`src/rtl/nibble_serial_adder_pkg.sv`:
```
// Shared definitions for the nibble-serial adder controller.
// Holds the state encoding and a helper for sizing the nibble index.
package nibble_serial_adder_pkg;

    localparam int unsigned NIBBLE_W = 4;

    typedef enum logic [1:0] {
        ST_IDLE = 2'd0,
        ST_RUN  = 2'd1,
        ST_DONE = 2'd2
    } state_t;

    // Index register width for n nibbles; never narrower than one bit.
    function automatic int unsigned idx_width(input int unsigned n);
        return (n > 1) ? $clog2(n) : 1;
    endfunction

endpackage

```
`src/rtl/nibble_serial_adder_full_adder_4bit.sv`:
```
// Four-bit ripple-carry adder slice shared by the nibble-serial controller.
// Purely combinational: sum = x + y + c_in, with carry out of bit 3.
module full_adder_4bit (
    input  logic [3:0] x,
    input  logic [3:0] y,
    input  logic       c_in,
    output logic [3:0] sum,
    output logic       c_out
);

    logic [4:0] carry;

    assign carry[0] = c_in;

    for (genvar i = 0; i < 4; i++) begin : g_bit
        assign sum[i]     = x[i] ^ y[i] ^ carry[i];
        assign carry[i+1] = (x[i] & y[i]) | (carry[i] & (x[i] ^ y[i]));
    end

    assign c_out = carry[4];

endmodule

```
`src/rtl/nibble_serial_adder.sv`:
```
// Multi-cycle add/subtract controller: feeds one 4-bit adder slice a nibble per
// clock, LSB first, with the inter-nibble carry held in a register.
module nibble_serial_adder
    import nibble_serial_adder_pkg::*;
#(
    parameter int unsigned WIDTH = 16
) (
    input  logic             clk,
    input  logic             reset,
    input  logic             start,
    input  logic             sub,
    input  logic [WIDTH-1:0] a,
    input  logic [WIDTH-1:0] b,
    output logic             busy,
    output logic             done,
    output logic [WIDTH-1:0] sum,
    output logic             c_out,
    output logic             overflow
);

    localparam int unsigned NIB   = WIDTH / NIBBLE_W;
    localparam int unsigned IDX_W = idx_width(NIB);
    localparam logic [IDX_W-1:0] IDX_LAST = IDX_W'(NIB - 1);

    if ((WIDTH % NIBBLE_W) != 0 || WIDTH < NIBBLE_W) begin : g_bad_width
        $error("nibble_serial_adder: WIDTH must be a multiple of 4 and at least 4");
    end

    state_t           state;
    logic [WIDTH-1:0] a_q;
    logic [WIDTH-1:0] b_q;
    logic [WIDTH-1:0] sum_q;
    logic             carry_q;
    logic [IDX_W-1:0] idx_q;
    logic             busy_q;
    logic             done_q;
    logic             c_out_q;
    logic             ovf_q;

    logic [3:0]       nib_x;
    logic [3:0]       nib_y;
    logic [3:0]       nib_sum;
    logic             nib_c;
    logic             accept;

    // Current nibble of each latched operand presented to the shared slice.
    assign nib_x = a_q[NIBBLE_W*idx_q +: NIBBLE_W];
    assign nib_y = b_q[NIBBLE_W*idx_q +: NIBBLE_W];

    full_adder_4bit u_slice (
        .x     (nib_x),
        .y     (nib_y),
        .c_in  (carry_q),
        .sum   (nib_sum),
        .c_out (nib_c)
    );

    assign accept = start && (state != ST_RUN);

    // Sequencer: operand capture, per-nibble accumulation and result flags.
    always_ff @(posedge clk or posedge reset) begin
        if (reset) begin
            state   <= ST_IDLE;
            a_q     <= '0;
            b_q     <= '0;
            sum_q   <= '0;
            carry_q <= 1'b0;
            idx_q   <= '0;
            busy_q  <= 1'b0;
            done_q  <= 1'b0;
            c_out_q <= 1'b0;
            ovf_q   <= 1'b0;
        end else begin
            case (state)
                ST_IDLE, ST_DONE: begin
                    done_q <= 1'b0;
                    if (accept) begin
                        // Subtraction is a + ~b + 1: invert B and seed the carry.
                        a_q     <= a;
                        b_q     <= sub ? ~b : b;
                        carry_q <= sub;
                        idx_q   <= '0;
                        sum_q   <= '0;
                        ovf_q   <= 1'b0;
                        busy_q  <= 1'b1;
                        state   <= ST_RUN;
                    end else begin
                        state   <= ST_IDLE;
                    end
                end
                ST_RUN: begin
                    sum_q[NIBBLE_W*idx_q +: NIBBLE_W] <= nib_sum;
                    carry_q <= nib_c;
                    if (idx_q == IDX_LAST) begin
                        state   <= ST_DONE;
                        done_q  <= 1'b1;
                        busy_q  <= 1'b0;
                        c_out_q <= nib_c;
                        ovf_q   <= (a_q[WIDTH-1] == b_q[WIDTH-1]) &&
                                   (nib_sum[3] != a_q[WIDTH-1]);
                        idx_q   <= '0;
                    end else begin
                        idx_q   <= idx_q + IDX_W'(1);
                    end
                end
                default: begin
                    state  <= ST_IDLE;
                    busy_q <= 1'b0;
                    done_q <= 1'b0;
                end
            endcase
        end
    end

    assign busy     = busy_q;
    assign done     = done_q;
    assign sum      = sum_q;
    assign c_out    = c_out_q;
    assign overflow = ovf_q;

endmodule

```
`config.mk`:
```
export PLATFORM = sky130hd
export DESIGN_NAME = nibble_serial_adder
export DESIGN_NICKNAME = d
export VERILOG_FILES = /design/src/rtl/nibble_serial_adder_pkg.sv /design/src/rtl/nibble_serial_adder_full_adder_4bit.sv /design/src/rtl/nibble_serial_adder.sv
export SDC_FILE = /design/constraint.sdc
export NUM_CORES = 1
export LEC_CHECK = 0
export BUFFER_PORTS_ARGS = -buffer_cell sky130_fd_sc_hd__buf_2
export CAP_MARGIN = 20
export CORE_MARGIN = 1
export CORE_UTILIZATION = 49
export DETAILED_ROUTE_END_ITERATION = 6
export GPL_ROUTABILITY_DRIVEN = 0
export GPL_TIMING_DRIVEN = 1
export PLACE_DENSITY = 0.87
export SLEW_MARGIN = 20
export SYNTH_ARGS = -nofsm -noshare
export SYNTH_HDL_FRONTEND = slang
export SYNTH_SLANG_ARGS = --single-unit
```
`constraint.sdc`:
```
create_clock -name clk -period 2.9 [get_ports clk]
set_input_delay 0.58 -clock clk [delete_from_list [all_inputs] [get_ports clk]]
set_output_delay 0.58 -clock clk [all_outputs]
set_load 0.01 [all_outputs]
```
# [After elaboration in Yosys (flattened, before gate mapping)]
# Cells that the tools add are included.
[op_classes] n_reduce_logical=10 shift=4 add_sub_neg=2 eq_ne=8 n_bitwise=21 n_mux=20
[ops] cell="$neg 4->34" count=1
[ops] cell="$shift 4x34->16 const A" count=1
[ops] cell="$shiftx 4x34->16" count=1
[ops] cell="$mux 16" count=2
[ops] cell="$pmux 16 s2" count=1
[ops] cell="$shiftx 16x5->4" count=2
[ops] cell="$bwmux 16" count=1
[ops] cell="$not 16->16" count=1
[ops] cell="$and 1x1->1" count=8
[ops] cell="$mux 1" count=8
[ops] cell="$pmux 2 s2" count=2
[ops] cell="$reduce_and 2->1" count=4
[ops] cell="$xor 1x1->1" count=8
[ops] cell="$mux 2" count=3
[ops] cell="$pmux 1 s2" count=3
[ops] cell="$eq 2x2->1 const B" count=2
[ops] cell="$ne 2x2->1 const B" count=2
[ops] cell="$or 1x1->1" count=4
[ops] cell="$reduce_and 3->1" count=1
[ops] cell="$add 2x1->2 const B" count=1
[ops] cell="$eq 2x1->1 const B" count=1
[ops] cell="$logic_and 1x1->1" count=2
[ops] cell="$logic_not 2->1" count=1
[ops] cell="$ne 2x1->1 const B" count=1
[ops] cell="other kinds (4)" count=4
[word_totals] out_inout_bits=20 wordCells=75 ff_bits=57

# [Logic depth before layout (Yosys ltp)]
[logic_depth] depth_word=13 depth_mapped=13 ltp_nobuf=12

# [Modules after synthesis]
# Synthesis repeated with hierarchy kept, for this count alone.
[hier_totals] cells_unflattened=254 area_unflattened_um2=2806.4
[modules_own_cells] mod="nibble_serial_adder" seq_area_each_um2=1401.3 cells_per_inst=240 area_per_inst_um2=2688.8 n_inst=1
[modules_own_cells] mod="full_adder_4bit" seq_area_each_um2=0.0 cells_per_inst=14 area_per_inst_um2=117.6 n_inst=1

# [Worst setup path before layout]
# OpenSTA, ideal clock, no wires.
[synth_path] path_type="reg-to-reg" start="register idx_q[0]" end="register ovf_q (netlist: overflow)" path_slack_ps=19 stages_incl_launch_ff=14 path_buffers=1 arrival_ps=2799 synth_period_minus_slack_ps=2881 setup_time_ps=83 path_cell_list="dfrtp_1 buf_6 mux4_2 inv_1 fa_1 inv_1 fa_1 inv_1 fa_1 inv_1 fa_1 nor3b_1 a21oi_1 o21ai_0"
[synth_between] elab_chain_cells=13 elab_cells_between_ends=23 classes_between="eq/ne: 3; shift: 2; mux: 2; bitwise: 14; reduce/logical: 2"
[synth_rtl] item="start, declared" line="nibble_serial_adder.sv:34" text="logic [IDX_W-1:0] idx_q;"
[synth_rtl] item="start signal, assigned" line="nibble_serial_adder.sv:103" text="idx_q <= idx_q + IDX_W'(1);"
[synth_rtl] item="$shiftx 16x5->4 (on tied branches)" line="nibble_serial_adder.sv:47, nibble_serial_adder.sv:48"
[synth_rtl] item="$xor 1x1->1" line="nibble_serial_adder_full_adder_4bit.sv:17" text="assign carry[i+1] = (x[i] & y[i]) | (carry[i] & (x[i] ^ y[i]));"
[synth_rtl] item="$and 1x1->1" line="nibble_serial_adder_full_adder_4bit.sv:17"
[synth_rtl] item="$or 1x1->1" line="nibble_serial_adder_full_adder_4bit.sv:17"
[synth_rtl] item="$and 1x1->1" line="nibble_serial_adder_full_adder_4bit.sv:17"
[synth_rtl] item="$or 1x1->1" line="nibble_serial_adder_full_adder_4bit.sv:17"
[synth_rtl] item="$and 1x1->1" line="nibble_serial_adder_full_adder_4bit.sv:17"
[synth_rtl] item="$or 1x1->1" line="nibble_serial_adder_full_adder_4bit.sv:17"
[synth_rtl] item="$xor 1x1->1" line="nibble_serial_adder_full_adder_4bit.sv:16" text="assign sum[i] = x[i] ^ y[i] ^ carry[i];"
[synth_rtl] item="$ne 1x1->1" line="nibble_serial_adder.sv:100" text="(nib_sum[3] != a_q[WIDTH-1]);"
[synth_rtl] item="$logic_and 1x1->1" line="nibble_serial_adder.sv:99" text="ovf_q <= (a_q[WIDTH-1] == b_q[WIDTH-1]) &&"
[synth_rtl] item="$mux 1" line="nibble_serial_adder.sv:94" text="if (idx_q == IDX_LAST) begin"
[synth_rtl] item="$pmux 1 s2" line="nibble_serial_adder.sv:74" text="case (state)"
[synth_rtl] item="end signal, assigned" line="nibble_serial_adder.sv:99"
[synth_rtl] item="end, declared" line="nibble_serial_adder.sv:38" text="logic ovf_q;"
# Parallel ways exist; a longest one is shown, timed or not. The select of a mux whose other input is x is not followed.
# A chain may end at the register's enable or synchronous reset.

# [Worst setup path after layout]
[layout_path] start="register idx_q[0]" end="register sum_q[7] (netlist: sum[7])"
[layout_between] elab_chain_cells=12 elab_cells_between_ends=24 classes_between="add/sub: 1; shift: 4; mux: 2; bitwise: 17"
[layout_rtl] item="$shiftx 16x5->4 (on tied branches)" line="nibble_serial_adder.sv:47, nibble_serial_adder.sv:48"
[layout_rtl] item="$xor 1x1->1" line="nibble_serial_adder_full_adder_4bit.sv:16, nibble_serial_adder_full_adder_4bit.sv:17"
[layout_rtl] item="$and 1x1->1" line="nibble_serial_adder_full_adder_4bit.sv:17"
[layout_rtl] item="$or 1x1->1" line="nibble_serial_adder_full_adder_4bit.sv:17"
[layout_rtl] item="$and 1x1->1" line="nibble_serial_adder_full_adder_4bit.sv:17"
[layout_rtl] item="$or 1x1->1" line="nibble_serial_adder_full_adder_4bit.sv:17"
[layout_rtl] item="$and 1x1->1" line="nibble_serial_adder_full_adder_4bit.sv:17"
[layout_rtl] item="$or 1x1->1" line="nibble_serial_adder_full_adder_4bit.sv:17"
[layout_rtl] item="$xor 1x1->1" line="nibble_serial_adder_full_adder_4bit.sv:16"
[layout_rtl] item="$shiftx 4x34->16" line="nibble_serial_adder.sv:92" text="sum_q[NIBBLE_W*idx_q +: NIBBLE_W] <= nib_sum;"
[layout_rtl] item="$bwmux 16 *" line="nibble_serial_adder.sv:92"
[layout_rtl] item="$pmux 16 s2 *" line="nibble_serial_adder.sv:74"
[layout_rtl] item="end signal, assigned by index" line="nibble_serial_adder.sv:92"
[layout_rtl] item="end, declared" line="nibble_serial_adder.sv:32" text="logic [WIDTH-1:0] sum_q;"
# Every way passes the cells marked *; elsewhere a longest branch is shown, timed or not.

==> results.yml <==
status:
  status: "finished, final reports clean"
route:
  drt_first_pass_iters: 4
  num_vias: 1945
  wire_per_inst_um: 14.3
  drc: 0
  drt_iter0_drc: 183
  viasPerCell: 5.17
  ant_nets: 0
  drt-total-wl_mm: 5.37
synthesis:
  ys.warnings.count: 0
  synthFlopType: "dfrtp_1"
  netlist_area_mm2: 0.00272
  ys_ff_latch: 56
  yosysSeqAreaShare_pct: 51.5
  synthArstFlopShare_pct: 100
  syn_area_per_cell_um2: 11.0
  synth_edf_count: 0
  syn-num-nets: 293
  synthesis.instances: 248
  synth.distinct_cells: 31
global_route:
  grt_pass1_vias: 1979
  grt_pass1_wl_mm: 9.32
  antenna_found_initial: 0
  track_usage_pct: 20.3
  grt_overflow_total: 0
  grt_max_degree: 53
clock_network:
  clkTransAtPathRegs_ns: 0.09
  ctsHoldBuffers: 0
  clk_latency_ns: 0.30
  cts.sinks: 56
  cts-root-buf: "clkbuf_8"
  htree_levels: 2
  cts_tree: "yes"
  clock_path_buffers: 2
  numCtsBuffers: 5
pwr:
  powerDensity_mw_per_mm2: 1220
  p_leak_nw: 1.59
  pwr-share-clk_pct: 11.1
  switchingPower_mw: 1.55
  switching_share_pct: 40.2
  power_mw: 3.85
  internal_power_mw: 2.31
  p_seq_share_pct: 34.9
  pwr-share-comb_pct: 54.0
  irDropWorstVdd_mv: 0.645
timing:
  hold_violations: 0
  rsz0062_at_grt: "true"
  fin_crit_ns: 2.89
  clock_skew_ns: 0.00889
  setup_violations: 0
  max_slew_margin_pct: 69.1
  hold_slack_ns: 0.324
  max_freq_ghz: 0.346
  slew_viol_final: 0
  worst_slew_pin_slew_ns: 0.464
  fin_crit_sh_pct: 99.7
layout:
  final_net_count: 350
  final_common_cell: "nand2_1"
  drive_gt1_share_pct: 32.4
  area_growth_pct: 16.5
  antennaDiodeCount: 0
  final_cell_mix: "nand2_1 (66), dfrtp_1 (55), buf_2 (55)"
worst_setup_path:
  reg2regPathDepth: 12
  crit_fanout: 4
  regToRegEndpoint: "sum[7]"
  crit_type: "reg -> reg"
  cp.arrival_ns: 3.09
  required_ns: 3.10
  rr_startpoint: "idx_q[0]"
  r2r_setup_slack_ns: 0.01
  startpoint_type: "flip-flop"
  cp-end-kind: "flip-flop"
floorplanning:
  fp.dieW_um: 76.5
  initial_core_util_pct: 51.9
  core_area_mm2: 0.00524
  die-area_mm2: 0.00585
  die_y_um: 76.5
  rows: 26
  io_pins: 56
placement:
  port_buffers: 55
  dp_hpwl_mm: 4.05
min_path:
  hp-class: "in -> async"
flow_run:
  maxCapViolCount: 0
-- Yosys cell counts, drive strengths merged (5+ instances only) --
master / instances / share of area [%]
mux4: 8 / 6.6
o2bb2ai: 8 / 2.6
dfrtp: 56 / 52
a21oi: 6 / 1.7
buf: 14 / 3.6
nand2: 66 / 9.1
inv: 13 / 1.8
xnor2: 16 / 5.2
ha: 5 / 2.3
o21ai: 19 / 3.5
a22o: 10 / 3.2
-- stage by stage --
stage / util (%) / setup TNS [ns] / cell area, um2 / setup WS, ns / instances
6_report: 60.5 / 0 / 3170 / 0.00986 / 376
3_3_place_gp: 58.1 / 0 / 3040 / 0.0809 / 367
5_1_grt: 60.5 / -0.339 / 3170 / -0.101 / 376
2_1_floorplan: - / 0 / 2720 / 0.0189 / 248
4_1_cts: 60.0 / 0 / 3140 / 0.00336 / 375
3_5_place_dp: 58.1 / -0.0336 / 3040 / -0.0336 / 367
-- final cells by class --
class	instances	area (um2)
sequential	56	1400
tap	70	87.6
fill	434	2070
timing repair buffer	64	343
multi-input combinational	165	1200
inverter	13	48.8
clock buffer	8	90.1
-- worst max path at each step --
stage | startpoint | end | slack, ns | cells past startpoint
3_5_place_dp | idx_q[0] | overflow | -0.03 | 12
2_1_floorplan | idx_q[0] | overflow | 0.02 | 13
5_1_grt | idx_q[0] | overflow | -0.10 | 12
4_1_cts | idx_q[0] | overflow | 0.003 | 12
3_3_place_gp | idx_q[0] | overflow | 0.08 | 12
6_report | idx_q[0] | sum[7] | 0.01 | 12
-- power groups by stage --
stage,clock network (mW),registers [mW],logic (mW)
3_5_place_dp,0,1.35,1.88
5_1_grt,0.476,1.39,2.31
2_1_floorplan,0,1.32,1.34
3_3_place_gp,0,1.34,1.82
6_report,0.428,1.34,2.08
4_1_cts,0.436,1.34,1.91
-- worst max-delay path, stage by stage (launching register included) --
cell and delay (ns):
dfrtp_2 0.45, mux4_2 0.35, inv_2 0.04, fa_2 0.34
inv_2 0.06, fa_2 0.18, inv_2 0.04, fa_2 0.33
inv_2 0.06, fa_2 0.46, buf_4 0.15, buf_4 0.13
a22o_1 0.19
-- registers in the layout (all words and copies together), names as in the netlist --
signal,cells
busy,1
done,1
idx_q,2
overflow,1
a_q,16
state,1
c_out,1
carry_q,1
b_q,16
sum,16
-- what timing repair did --
| action | in CTS | in global routing |
|---|---|---|
| gates resized for setup | 4 | 10 |
| cloned | 0 | 0 |
| setup buffers | 0 | 1 |
| pin swaps | 1 | 2 |
| endpoints found under the setup margin | 4 | 4 |
-- metal layers --
metal	up-vias	share of wire, %	GRT usage (%)
li1	948	-	-
met3	9	3.9	4.79
met5	-	0	0
met2	50	48	32.2
met1	938	47	27.7
met4	0	1.5	6.73
-- kinds of logic after synthesis --
| group | after synthesis | synth area share (%) |
|---|---|---|
| simple gates | 87 | 14.4 |
| mux | 9 | 7.04 |
| xor+xnor | 16 | 5.15 |
| flops | 56 | 51.5 |
| buf+inv | 27 | 5.43 |
| compound gates | 44 | 11.2 |
| fa+ha+maj | 9 | 5.24 |
Power figures use the tool's default switching activity.
